<file path="config.mk">
export PLATFORM = sky130hd
export DESIGN_NAME = sdram_ram_arb
export DESIGN_NICKNAME = d
export VERILOG_FILES = /design/src/rtl/sdram_ram_arb.sv
export SDC_FILE = /design/constraint.sdc
export NUM_CORES = 1
export LEC_CHECK = 0
export ABC_AREA = 0
export BUFFER_PORTS_ARGS = -buffer_cell sky130_fd_sc_hd__buf_2
export CAP_MARGIN = 20
export CORE_AREA = 5 5 129 131
export CTS_BUF_LIST = sky130_fd_sc_hd__clkbuf_16
export DETAILED_ROUTE_END_ITERATION = 12
export DIE_AREA = 0 0 134 136
export PLACE_DENSITY = 0.61
export SYNTH_ARGS = -nofsm -noshare
export SYNTH_HDL_FRONTEND = slang
export SYNTH_SLANG_ARGS = --single-unit
</file>
<file path="constraint.sdc">
create_clock -name clk_i -period 3.8 [get_ports clk_i]
set_clock_uncertainty 0.2 [all_clocks]
set_input_delay 0.57 -clock clk_i [delete_from_list [all_inputs] [get_ports clk_i]]
set_output_delay 0.57 -clock clk_i [all_outputs]
set_load 0.05 [all_outputs]
</file>
<file path="src/rtl/sdram_ram_arb.sv">
// Two-port round-robin arbiter with burst lock in front of one SDRAM core.
// Each response goes back to the port that issued the request, using an in-order tag FIFO.
module sdram_ram_arb #(
    parameter int TAG_DEPTH = 4,
    parameter int TAG_W     = 2
) (
    input  logic        clk_i,
    input  logic        rst_i,
    input  logic [3:0]  inport0_wr_i,
    input  logic        inport0_rd_i,
    input  logic [7:0]  inport0_len_i,
    input  logic [31:0] inport0_addr_i,
    input  logic [31:0] inport0_write_data_i,
    output logic        inport0_accept_o,
    output logic        inport0_ack_o,
    output logic        inport0_error_o,
    output logic [31:0] inport0_read_data_o,
    input  logic [3:0]  inport1_wr_i,
    input  logic        inport1_rd_i,
    input  logic [7:0]  inport1_len_i,
    input  logic [31:0] inport1_addr_i,
    input  logic [31:0] inport1_write_data_i,
    output logic        inport1_accept_o,
    output logic        inport1_ack_o,
    output logic        inport1_error_o,
    output logic [31:0] inport1_read_data_o,
    output logic [3:0]  outport_wr_o,
    output logic        outport_rd_o,
    output logic [7:0]  outport_len_o,
    output logic [31:0] outport_addr_o,
    output logic [31:0] outport_write_data_o,
    input  logic        outport_accept_i,
    input  logic        outport_ack_i,
    input  logic        outport_error_i,
    input  logic [31:0] outport_read_data_i
);
    typedef enum logic {IDLE, LOCKED} state_t;

    localparam logic [TAG_W:0] FULL_COUNT = (TAG_W+1)'(TAG_DEPTH);

    state_t           state_reg, state_next;
    logic             owner_reg, owner_next;
    logic [7:0]       beats_left_reg, beats_left_next;
    logic             last_grant_reg, last_grant_next;
    logic             tag_reg [TAG_DEPTH];
    logic [TAG_W-1:0] wr_ptr_reg, rd_ptr_reg;
    logic [TAG_W:0]   count_reg;

    logic req0, req1, full, grant, fwd, push, pop, head;

    assign req0 = (inport0_wr_i != 4'd0) | inport0_rd_i;
    assign req1 = (inport1_wr_i != 4'd0) | inport1_rd_i;
    assign full = (count_reg == FULL_COUNT);

    always_ff @(posedge clk_i or negedge rst_i) begin
        if (!rst_i) begin
            state_reg      <= IDLE;
            owner_reg      <= 1'b0;
            beats_left_reg <= 8'd0;
            last_grant_reg <= 1'b1;
        end else begin
            state_reg      <= state_next;
            owner_reg      <= owner_next;
            beats_left_reg <= beats_left_next;
            last_grant_reg <= last_grant_next;
        end
    end

    always_comb begin
        state_next           = state_reg;
        owner_next           = owner_reg;
        beats_left_next      = beats_left_reg;
        last_grant_next      = last_grant_reg;
        grant                = owner_reg;
        fwd                  = 1'b0;
        outport_wr_o         = 4'd0;
        outport_rd_o         = 1'b0;
        outport_len_o        = 8'd0;
        outport_addr_o       = 32'd0;
        outport_write_data_o = 32'd0;
        inport0_accept_o     = 1'b0;
        inport1_accept_o     = 1'b0;

        case (state_reg)
            IDLE: begin
                // Tie goes to the port that did not win last time.
                grant = (req0 & req1) ? ~last_grant_reg : req1;
                fwd   = (req0 | req1) & ~full;
            end
            LOCKED: begin
                grant = owner_reg;
                fwd   = (owner_reg ? req1 : req0) & ~full;
            end
            default: ;
        endcase

        if (fwd) begin
            if (grant) begin
                outport_wr_o         = inport1_wr_i;
                outport_rd_o         = inport1_rd_i;
                outport_len_o        = inport1_len_i;
                outport_addr_o       = inport1_addr_i;
                outport_write_data_o = inport1_write_data_i;
                inport1_accept_o     = outport_accept_i;
            end else begin
                outport_wr_o         = inport0_wr_i;
                outport_rd_o         = inport0_rd_i;
                outport_len_o        = inport0_len_i;
                outport_addr_o       = inport0_addr_i;
                outport_write_data_o = inport0_write_data_i;
                inport0_accept_o     = outport_accept_i;
            end
        end

        push = fwd & outport_accept_i;

        if (push) begin
            if (state_reg == IDLE) begin
                last_grant_next = grant;
                if (outport_len_o != 8'd0) begin
                    state_next      = LOCKED;
                    owner_next      = grant;
                    beats_left_next = outport_len_o;
                end
            end else begin
                beats_left_next = beats_left_reg - 8'd1;
                if (beats_left_reg == 8'd1)
                    state_next = IDLE;
            end
        end
    end

    genvar gi;
    generate
        for (gi = 0; gi < TAG_DEPTH; gi++) begin : g_tag
            always_ff @(posedge clk_i or negedge rst_i) begin
                if (!rst_i)
                    tag_reg[gi] <= 1'b0;
                else if (push && (wr_ptr_reg == TAG_W'(gi)))
                    tag_reg[gi] <= grant;
            end
        end
    endgenerate

    // Acks with no outstanding tag are dropped and leave the pointers alone.
    assign pop  = outport_ack_i & (count_reg != '0);
    assign head = tag_reg[rd_ptr_reg];

    always_ff @(posedge clk_i or negedge rst_i) begin
        if (!rst_i) begin
            wr_ptr_reg <= '0;
            rd_ptr_reg <= '0;
            count_reg  <= '0;
        end else begin
            if (push)
                wr_ptr_reg <= wr_ptr_reg + 1'b1;
            if (pop)
                rd_ptr_reg <= rd_ptr_reg + 1'b1;
            if (push && !pop)
                count_reg <= count_reg + 1'b1;
            else if (pop && !push)
                count_reg <= count_reg - 1'b1;
        end
    end

    assign inport0_ack_o       = pop & ~head;
    assign inport1_ack_o       = pop & head;
    assign inport0_error_o     = inport0_ack_o & outport_error_i;
    assign inport1_error_o     = inport1_ack_o & outport_error_i;
    assign inport0_read_data_o = inport0_ack_o ? outport_read_data_i : 32'd0;
    assign inport1_read_data_o = inport1_ack_o ? outport_read_data_i : 32'd0;

endmodule
</file>
# Yosys cells after proc, flatten, opt, wreduce, memory -nomap -nowiden
# Index checks and enable logic that the tools add are counted.
dict set report op_classes {
  n_addsub 5
  n_lt_le_gt_ge 1
  eq_ne 5
  muxes 30
  bitwise 17
  reduce_logical 18
}
# cell n
set ops {}
lappend ops {{$mux 32} 6}
lappend ops {{$mux 8} 4}
lappend ops {{$mux 1} 13}
lappend ops {{$and 1x1->1} 9}
lappend ops {{$eq 8x1->1 const B} 1}
lappend ops {{$mux 4} 2}
lappend ops {{$reduce_bool 4->1} 2}
lappend ops {{$reduce_bool 8->1} 1}
lappend ops {{$sub 8x1->8 const B} 1}
lappend ops {{$logic_and 1x1->1} 6}
lappend ops {{$mux 3} 2}
lappend ops {{$add 2x1->2 const B} 2}
lappend ops {{$eq 2x2->1 const B} 2}
lappend ops {{$not 1->1} 4}
lappend ops {{$pmux 1 s2} 2}
lappend ops {{$reduce_and 2->1} 2}
lappend ops {{$reduce_bool 2->1} 2}
lappend ops {{$add 3x1->3 const B} 1}
lappend ops {{$eq 3x3->1 const B} 1}
lappend ops {{$ge 3x3->1 const B} 1}
lappend ops {{$not 2->3} 1}
lappend ops {{$or 1x1->1} 3}
lappend ops {{$reduce_and 3->1} 1}
lappend ops {{$reduce_bool 3->1} 1}
lappend ops {{5 further kinds} 6}
dict set report word_totals {
  ff_bits 22
  in_bits 191
  output_inout_bits 147
  word_cells 87
}

# Longest topological paths before layout
# Gate-level depths: netlist of run 1.
dict set report logic_depth {
  depth_word 10
  depth_mapped 11
  depth_no_buf 9
}

# Worst setup path after synthesis of run 1
# No wires, ideal clock.
dict set report synth_path {
  path_kind {input to output}
  from {input port inport1_rd_i}
  to {output port outport_len_o[0]}
  arrival_time_ns 2.558
  required_time_ns 3.030
  path_slack_ns 0.472
  stages 9
  n_path_buf 4
  cell_sequence {nor3_2 -> buf_2 -> a21oi_1 -> a21oi_2 -> buf_6 -> buf_2 -> buf_2 -> nand2_1 -> a21oi_1}
}
dict set report synth_via {
  elab_chain_len 6
  word_cells_on_any_way 11
  cone_classes {mux: 6; bitwise: 5}
}
# item line
set synth_lines {}
lappend synth_lines {{from (decl)} 19} ;# input logic inport1_rd_i,
lappend synth_lines {{$or 1x1->1 *} 52} ;# assign req1 = (inport1_wr_i != 4'd0) | inport1_rd_i;
lappend synth_lines {{$and 1x1->1} 87} ;# grant = (req0 & req1) ? ~last_grant_reg : req1;
lappend synth_lines {{$mux 1} 87}
lappend synth_lines {{$pmux 1 s2} 84} ;# case (state_reg)
lappend synth_lines {{$mux 8} 98} ;# if (grant) begin
lappend synth_lines {{$mux 8 *} 97} ;# if (fwd) begin
lappend synth_lines {{to (decl)} 29} ;# output logic [7:0] outport_len_o,
# Every way passes the cells marked *; elsewhere a longest branch is shown, timed or not.

# Worst setup path in the final report of run 1
dict set report layout_path {
  from {input port inport1_wr_i[3]}
  to {output port outport_addr_o[7]}
}
dict set report layout_via {
  elab_chain_len 7
  word_cells_on_any_way 12
  cone_classes {mux: 6; bitwise: 5; reduce/logical: 1}
}
# item line
set layout_lines {}
lappend layout_lines {{from (decl)} 18} ;# input logic [3:0] inport1_wr_i,
lappend layout_lines {{$reduce_bool 4->1 *} 52}
lappend layout_lines {{$or 1x1->1 *} 52}
lappend layout_lines {{$and 1x1->1} 87}
lappend layout_lines {{$mux 1} 87}
lappend layout_lines {{$pmux 1 s2} 84}
lappend layout_lines {{$mux 32} 98}
lappend layout_lines {{$mux 32 *} 97}
lappend layout_lines {{to (decl)} 30} ;# output logic [31:0] outport_addr_o,
# Marks and branches as above.

==> flow_metrics.tcl, run 1 <==
set metrics [dict create \
    status "finished, final reports clean" \
    use_met3_pct 6.107 \
    route.detailed.drc 0 \
    synth_nets 698 \
    ctsResizeCount 0 \
    nFillCells 1727 \
    cts_tree "yes" \
    ys_warn_count 0 \
    yosys.area.top_type_share_pct 18.09 \
    placed_area_um2 5075 \
    grt_busiest_layer "met2" \
    dieArea_um2 18220 \
    grt_max_degree 68 \
    maxCapViolations 0 \
    synth_cell_types 60 \
    start_util_pct 20.51 \
    cp_cell_sequence "buf_2, nor2_1, a21oi_1, a21oi_4, buf_12, nand2_1, a21oi_1, buf_2" \
    p_int_mw 1.815 \
    grt_overflow 0 \
    cts-root-buf "clkbuf_16" \
    ant_nets 0 \
    die_h_um 136 \
    async_flop_share_pct 100.0 \
    p_leak_nw 2.887 \
    max_freq_mhz 281.4 \
    avgSynthCellArea_um2 6.364 \
    clk_latency_ns 0.25 \
    clk_pin_slew_worst_paths_ns 0.06 \
    antenna_found_initial 6 \
    worst_pin_slew_ns 0.6999 \
    gr-usage-met1_pct 16.48 \
    hold_buffers 0 \
    switching_share_pct 70.16 \
    grt_setup_unrepaired "no" \
    cp.arrival_ns 2.78 \
    p_seq_share_pct 7.8 \
    core-area_um2 15480 \
    nets 1014 \
    post_layout_nonfiller_instances 1006 \
    drtIter0Drc 254 \
    wl_per_cell_um 16.13 \
    htreeDepth 1 \
    register_area_um2 551.8 \
    syn_inst 499 \
    track_usage_pct 16.07 \
    grt_pass1_wl_um 23390 \
    p_clk_share_pct 3.6 \
    post-cts-setup-buffers 0 \
    drive_gt1_share_pct 45.95 \
    dieWidth_um 134 \
    cp.required_ns 3.03 \
    yosysSeqAreaShare_pct 17.38 \
    slew_violations 0 \
    pin_count 338 \
    antennaDiodeCount 0 \
    critPathLaunch "inport1_wr_i[3]" \
    gp_congestion 0.8155 \
    min_path_type "input pin to asynchronous set/reset pin" \
    vias 4671 \
    relSlewSlack_pct 53.17 \
    cts_made_buffers 3 \
    worst_ir_drop_vdd_v 0.0009570 \
    hpwlAfterDp_um 13800 \
    synthFlopType "dfrtp_1" \
    timing_worst_setup_path_type "input pin to output pin" \
    multiInputGateArea_um2 2415 \
    hold_viol 0 \
    grt_pass1_vias 4342 \
    worstReg2RegStart "owner_reg$_DFFE_PN0P_" \
    synth_enable_flop_cells 0 \
    crit_path_end_kind "output pin" \
    grt_use_met2_pct 31.58 \
    largest_reg_flops 8 \
    final_area_um2 5154 \
    dp_cells 1002 \
    finalSetupViolCount 0 \
    power_switching_mw 4.268 \
    port_buffers 337 \
    area_delta_synth_final_pct 62.29 \
    clock-sinks 22 \
    min_period_ns 3.553 \
    critPathSlowestCell "nor2_1" \
    rows 46 \
    p_per_area_nw_per_um2 1180 \
    dr.pass1.iters 4 \
    via_per_inst 4.643 \
    synth_area_um2 3176 \
    min_period_over_period_pct 93.51 \
    critPathMaxFanout 67 \
    synth_top_area_cell "nand2_1" \
    ys_ff_latch 22 \
    comb_power_share_pct 88.6 \
    fin_setup_tns_ns 0 \
    setup.worst_path.start_class "input pin" \
    wl_um 16230 \
    max_stage_delay_ns 0.55 \
    cts.path.max_buffers 2 \
    ys_top_cells_by_area "nand2_1, dfrtp_1, and2_1" \
]
==> stage by stage <==
| stage | hold WS [ns] | utilization, % | setup slack (ns) | power, mW |
|---|---|---|---|---|
| after floorplan | 0.07441 | - | 0.4719 | 4.637 |
| after global placement | 0.2699 | 32.78 | 0.2410 | 5.875 |
| after detailed placement | 0.2708 | 32.78 | 0.2445 | 5.902 |
| after CTS | 0.1041 | 33.29 | 0.2312 | 6.137 |
| after global routing | 0.1289 | 33.29 | 0.08210 | 6.429 |
| final | 0.08390 | 33.29 | 0.2466 | 6.084 |
==> worst paths after layout <==
kind	to	slack (ns)	cells past startpoint
hold / removal	beats_left_reg[6]$_DFFE_PN0P_	0.08	1
setup reg to reg	count_reg[2]$_DFFE_PN0P_	0.79	9
setup / recovery	outport_addr_o[7]	0.25	8
min in group clk_i	rd_ptr_reg[1]$_DFFE_PN0P_	0.28	1
max in group asynchronous	last_grant_reg$_DFFE_PN1P_	2.96	1
hold reg to reg	rd_ptr_reg[1]$_DFFE_PN0P_	0.28	1
==> final cells by class <==
type                    instances  area share (%)
flip-flops and latches         22           10.71
inverters                      11          0.8012
well taps                     192           4.661
clock buffers                   3           1.457
repair buffers                349           35.45
clock inverters                 1         0.07283
multi-input cells             428           46.86
==> power by group through the flow <==
stage	Combinational (mW)	Clock, mW	Sequential (mW)
after floorplan	4.19	0	0.445
after global placement	5.40	0	0.477
after detailed placement	5.43	0	0.476
after CTS	5.44	0.226	0.476
after global routing	5.69	0.236	0.500
final	5.39	0.222	0.474
==> worst max-delay path: cells and delay by family <==
kind | cells | cell delay [ns]
buffers and inverters | 3 | 0.73
AO/OA/AOI/OAI | 3 | 0.82
AND/OR/NAND/NOR | 2 | 0.64
==> synthesized netlist by cell type, types with 3 or more instances <==
master,instances
nand2_1,153
a21oi_1,86
and2_1,72
dfrtp_1,21
clkbuf_1,19
inv_1,11
buf_2,10
nor2_1,9
ha_1,7
nor3_1,7
a31oi_1,6
and3_1,6
buf_4,6
nor4_1,6
nand3_1,5
o21ai_0,5
a211oi_1,4
mux2_4,3
nand4_1,3
or3_1,3
xnor2_1,3
xor2_1,3
==> cell usage in the layout (no fill, tap or decap), types with 2 or more instances in the layout <==
cell type  netlist  final
mux2_4           3      3
a2111oi_0        2      2
nand4_1          3      3
xor2_1           3      3
nor2_4           1      2
o22ai_1          2      2
o21a_1           2      2
o21ai_0          5      5
nand2_1        153    153
a21o_1           2      2
xnor2_1          3      3
buf_12           0      4
a31oi_1          6      6
and3_1           6      6
mux2_2           2      2
a211oi_1         4      4
a21oi_1         86     86
nor4b_1          2      2
nor3_2           2      2
or3_1            3      3
o221ai_1         2      2
a21boi_0         2      2
buf_2           10    337
nor4_1           6      6
mux2i_1          2      2
nand3_1          5      4
dfrtp_1         21     21
buf_4            6      8
nor2_1           9      9
and2_1          72     72
o221a_2          2      2
clkbuf_16        0      3
inv_1           11     12
nor3_1           7      7
or3b_2           2      2
ha_1             7      7
==> cells by family (layout without fill, tap and decap cells) <==
kind of cell | after synthesis | count (layout) | share of synthesized area (%)
simple gates | 281 | 281 | 43.46
compound gates | 125 | 125 | 23.29
buf+inv | 49 | 364 | 7.368
flops | 22 | 22 | 17.38
fa+ha+maj | 8 | 8 | 3.388
mux | 8 | 8 | 3.467
xor+xnor | 6 | 6 | 1.655
==> layer usage <==
| metal | part of all wire (%) | wire length, um |
|---|---|---|
| met3 | 11 | 1819 |
| met4 | 1.1 | 176 |
| met1 | 34 | 5558 |
| met5 | 0.36 | 58 |
| met2 | 53 | 8613 |
No activity file was read; power rests on OpenSTA's default activity.
==> run 2: changes to the inputs <==
==> constraint.sdc (replaced) <==
create_clock -name clk_i -period 3.3 [get_ports clk_i]
set_clock_uncertainty 0.2 [all_clocks]
set_input_delay 0.495 -clock clk_i [delete_from_list [all_inputs] [get_ports clk_i]]
set_output_delay 0.495 -clock clk_i [all_outputs]
set_load 0.005 [all_outputs]
==> run 2 against run 1 <==
Compared with the run above:
- sequential share of layout area decreased by 0.16 points
- the run now ends with negative hold slack left
- power decreased by 30%
- critical endpoint is now outport_write_data_o[14]
- flip-flop and latch count unchanged
==> flow_metrics.tcl, run 2 (synthesis results as in run 1) <==
set metrics [dict create \
    die_h_um 136 \
    htreeDepth 1 \
    gp_congestion 0.8802 \
    timing_worst_setup_path_type "register to output pin" \
    worst_pin_slew_ns 0.6162 \
    p_seq_share_pct 12.9 \
    min_period_over_period_pct 92.93 \
    post-cts-setup-buffers 0 \
    clk_pin_slew_worst_paths_ns 0.06 \
    wl_per_cell_um 16.11 \
    grt_max_degree 46 \
    grt_pass1_wl_um 24150 \
    comb_power_share_pct 79.1 \
    dieWidth_um 134 \
    p_leak_nw 2.925 \
    antenna_found_initial 5 \
    ctsResizeCount 0 \
    crit_path_end_kind "output pin" \
    grt_overflow 0 \
    power_switching_mw 2.077 \
    max_stage_delay_ns 0.43 \
    track_usage_pct 16.37 \
    cts_tree "yes" \
    worst_ir_drop_vdd_v 0.0003086 \
    critPathSlowestCell "dfrtp_1" \
    route.detailed.drc 0 \
    vias 4633 \
    finalSetupViolCount 0 \
    drtIter0Drc 147 \
    nets 1019 \
    reg2regPathDepth 9 \
    slew_violations 0 \
    hpwlAfterDp_um 13790 \
    clk_latency_ns 0.26 \
    area_delta_synth_final_pct 64.70 \
    antennaDiodeCount 0 \
    fin_setup_tns_ns 0 \
    cp.required_ns 2.60 \
    grt_setup_unrepaired "no" \
    hold_viol 2 \
    wl_um 16290 \
    maxCapViolations 0 \
    switching_share_pct 48.63 \
    setup.worst_path.start_class "register" \
    cts_made_buffers 3 \
    hold_buffers 0 \
    cts-root-buf "clkbuf_16" \
    relSlewSlack_pct 58.54 \
    final_cell_mix "buf_2, nand2_1, a21oi_1" \
    dr.pass1.iters 4 \
    dieArea_um2 18220 \
    core-area_um2 15480 \
    via_per_inst 4.583 \
    grt_pass1_vias 4446 \
    max_freq_mhz 326.1 \
    pin_count 338 \
    fin_util_pct 33.78 \
    rows 46 \
    drive_gt1_share_pct 46.40 \
    worst_hold_slack_ns -0.001395 \
    clock-sinks 22 \
    min_path_type "input pin to asynchronous set/reset pin" \
    port_buffers 337 \
    ant_nets 0 \
    cp.arrival_ns 2.37 \
    status "finished with violations" \
    violations "negative hold slack" \
    start_util_pct 20.51 \
    final_common_cell "buf_2" \
    p_per_area_nw_per_um2 816.7 \
    largest_reg_flops 8 \
    p_clk_share_pct 8.0 \
    cts.path.max_buffers 2 \
    critPathMaxFanout 23 \
    cp_cell_sequence "and2_0, a32oi_1, nand3_4, buf_12, a21oi_1, buf_2" \
    p_int_mw 2.194 \
    min_period_ns 3.067 \
]
-- run 2: path summary, 6_finish.rpt --
path | from | slack [ns] | to
setup / recovery | owner_reg$_DFFE_PN0P_ | 0.23 | outport_write_data_o[14]
hold / removal | rst_i | -0.001 | beats_left_reg[4]$_DFFE_PN0P_
setup reg to reg | owner_reg$_DFFE_PN0P_ | 0.57 | count_reg[2]$_DFFE_PN0P_
hold reg to reg | rd_ptr_reg[1]$_DFFE_PN0P_ | 0.28 | rd_ptr_reg[1]$_DFFE_PN0P_
max in group asynchronous | rst_i | 2.54 | last_grant_reg$_DFFE_PN1P_
min in group clk_i | rd_ptr_reg[1]$_DFFE_PN0P_ | 0.28 | rd_ptr_reg[1]$_DFFE_PN0P_
-- run 2: worst max-delay path: cells and delay by family, from the launching register on --
kind                   cells  cell delay [ns]
buffers and inverters      2             0.43
flip-flops                 1             0.43
AND/OR/NAND/NOR            2             0.64
AO/OA/AOI/OAI              2             0.59
-- run 2: stage by stage --
stage	area [um^2]	std cells	total power, mW	setup WS [ns]
floorplan	3176	499	2.466	0.6288
global placement	5125	1007	3.955	0.3338
detailed placement	5125	1007	3.977	0.3370
CTS	5230	1011	4.340	0.2225
global route	5230	1011	4.690	0.1213
finish	5230	1011	4.271	0.2333
-- run 2: power by group through the flow --
stage / Sequential, mW / Combinational (mW) / Clock (mW)
2_1_floorplan: 0.513 / 1.95 / 0
3_3_place_gp: 0.552 / 3.40 / 0
3_5_place_dp: 0.553 / 3.42 / 0
4_1_cts: 0.552 / 3.44 / 0.350
5_1_grt: 0.583 / 3.75 / 0.359
6_report: 0.551 / 3.38 / 0.343
-- run 2: final cells by class --
type                       count  area (um^2)
inverter                      11        41.29
tap                          192        240.2
multi-input combinational    428         2415
clock inverter                 1        30.03
clock buffer                   3        75.07
fill                        1734        10250
sequential                    22        551.8
timing repair buffer         354         1877
-- run 2: layer usage --
| layer | vias up | global-route usage, % | wire, um |
|---|---|---|---|
| li1 | 2325 | - | - |
| met1 | 2042 | 17.50 | 5929 |
| met2 | 232 | 31.05 | 8335 |
| met3 | 26 | 5.662 | 1659 |
| met4 | 8 | 3.543 | 310 |
| met5 | - | 0 | 53 |
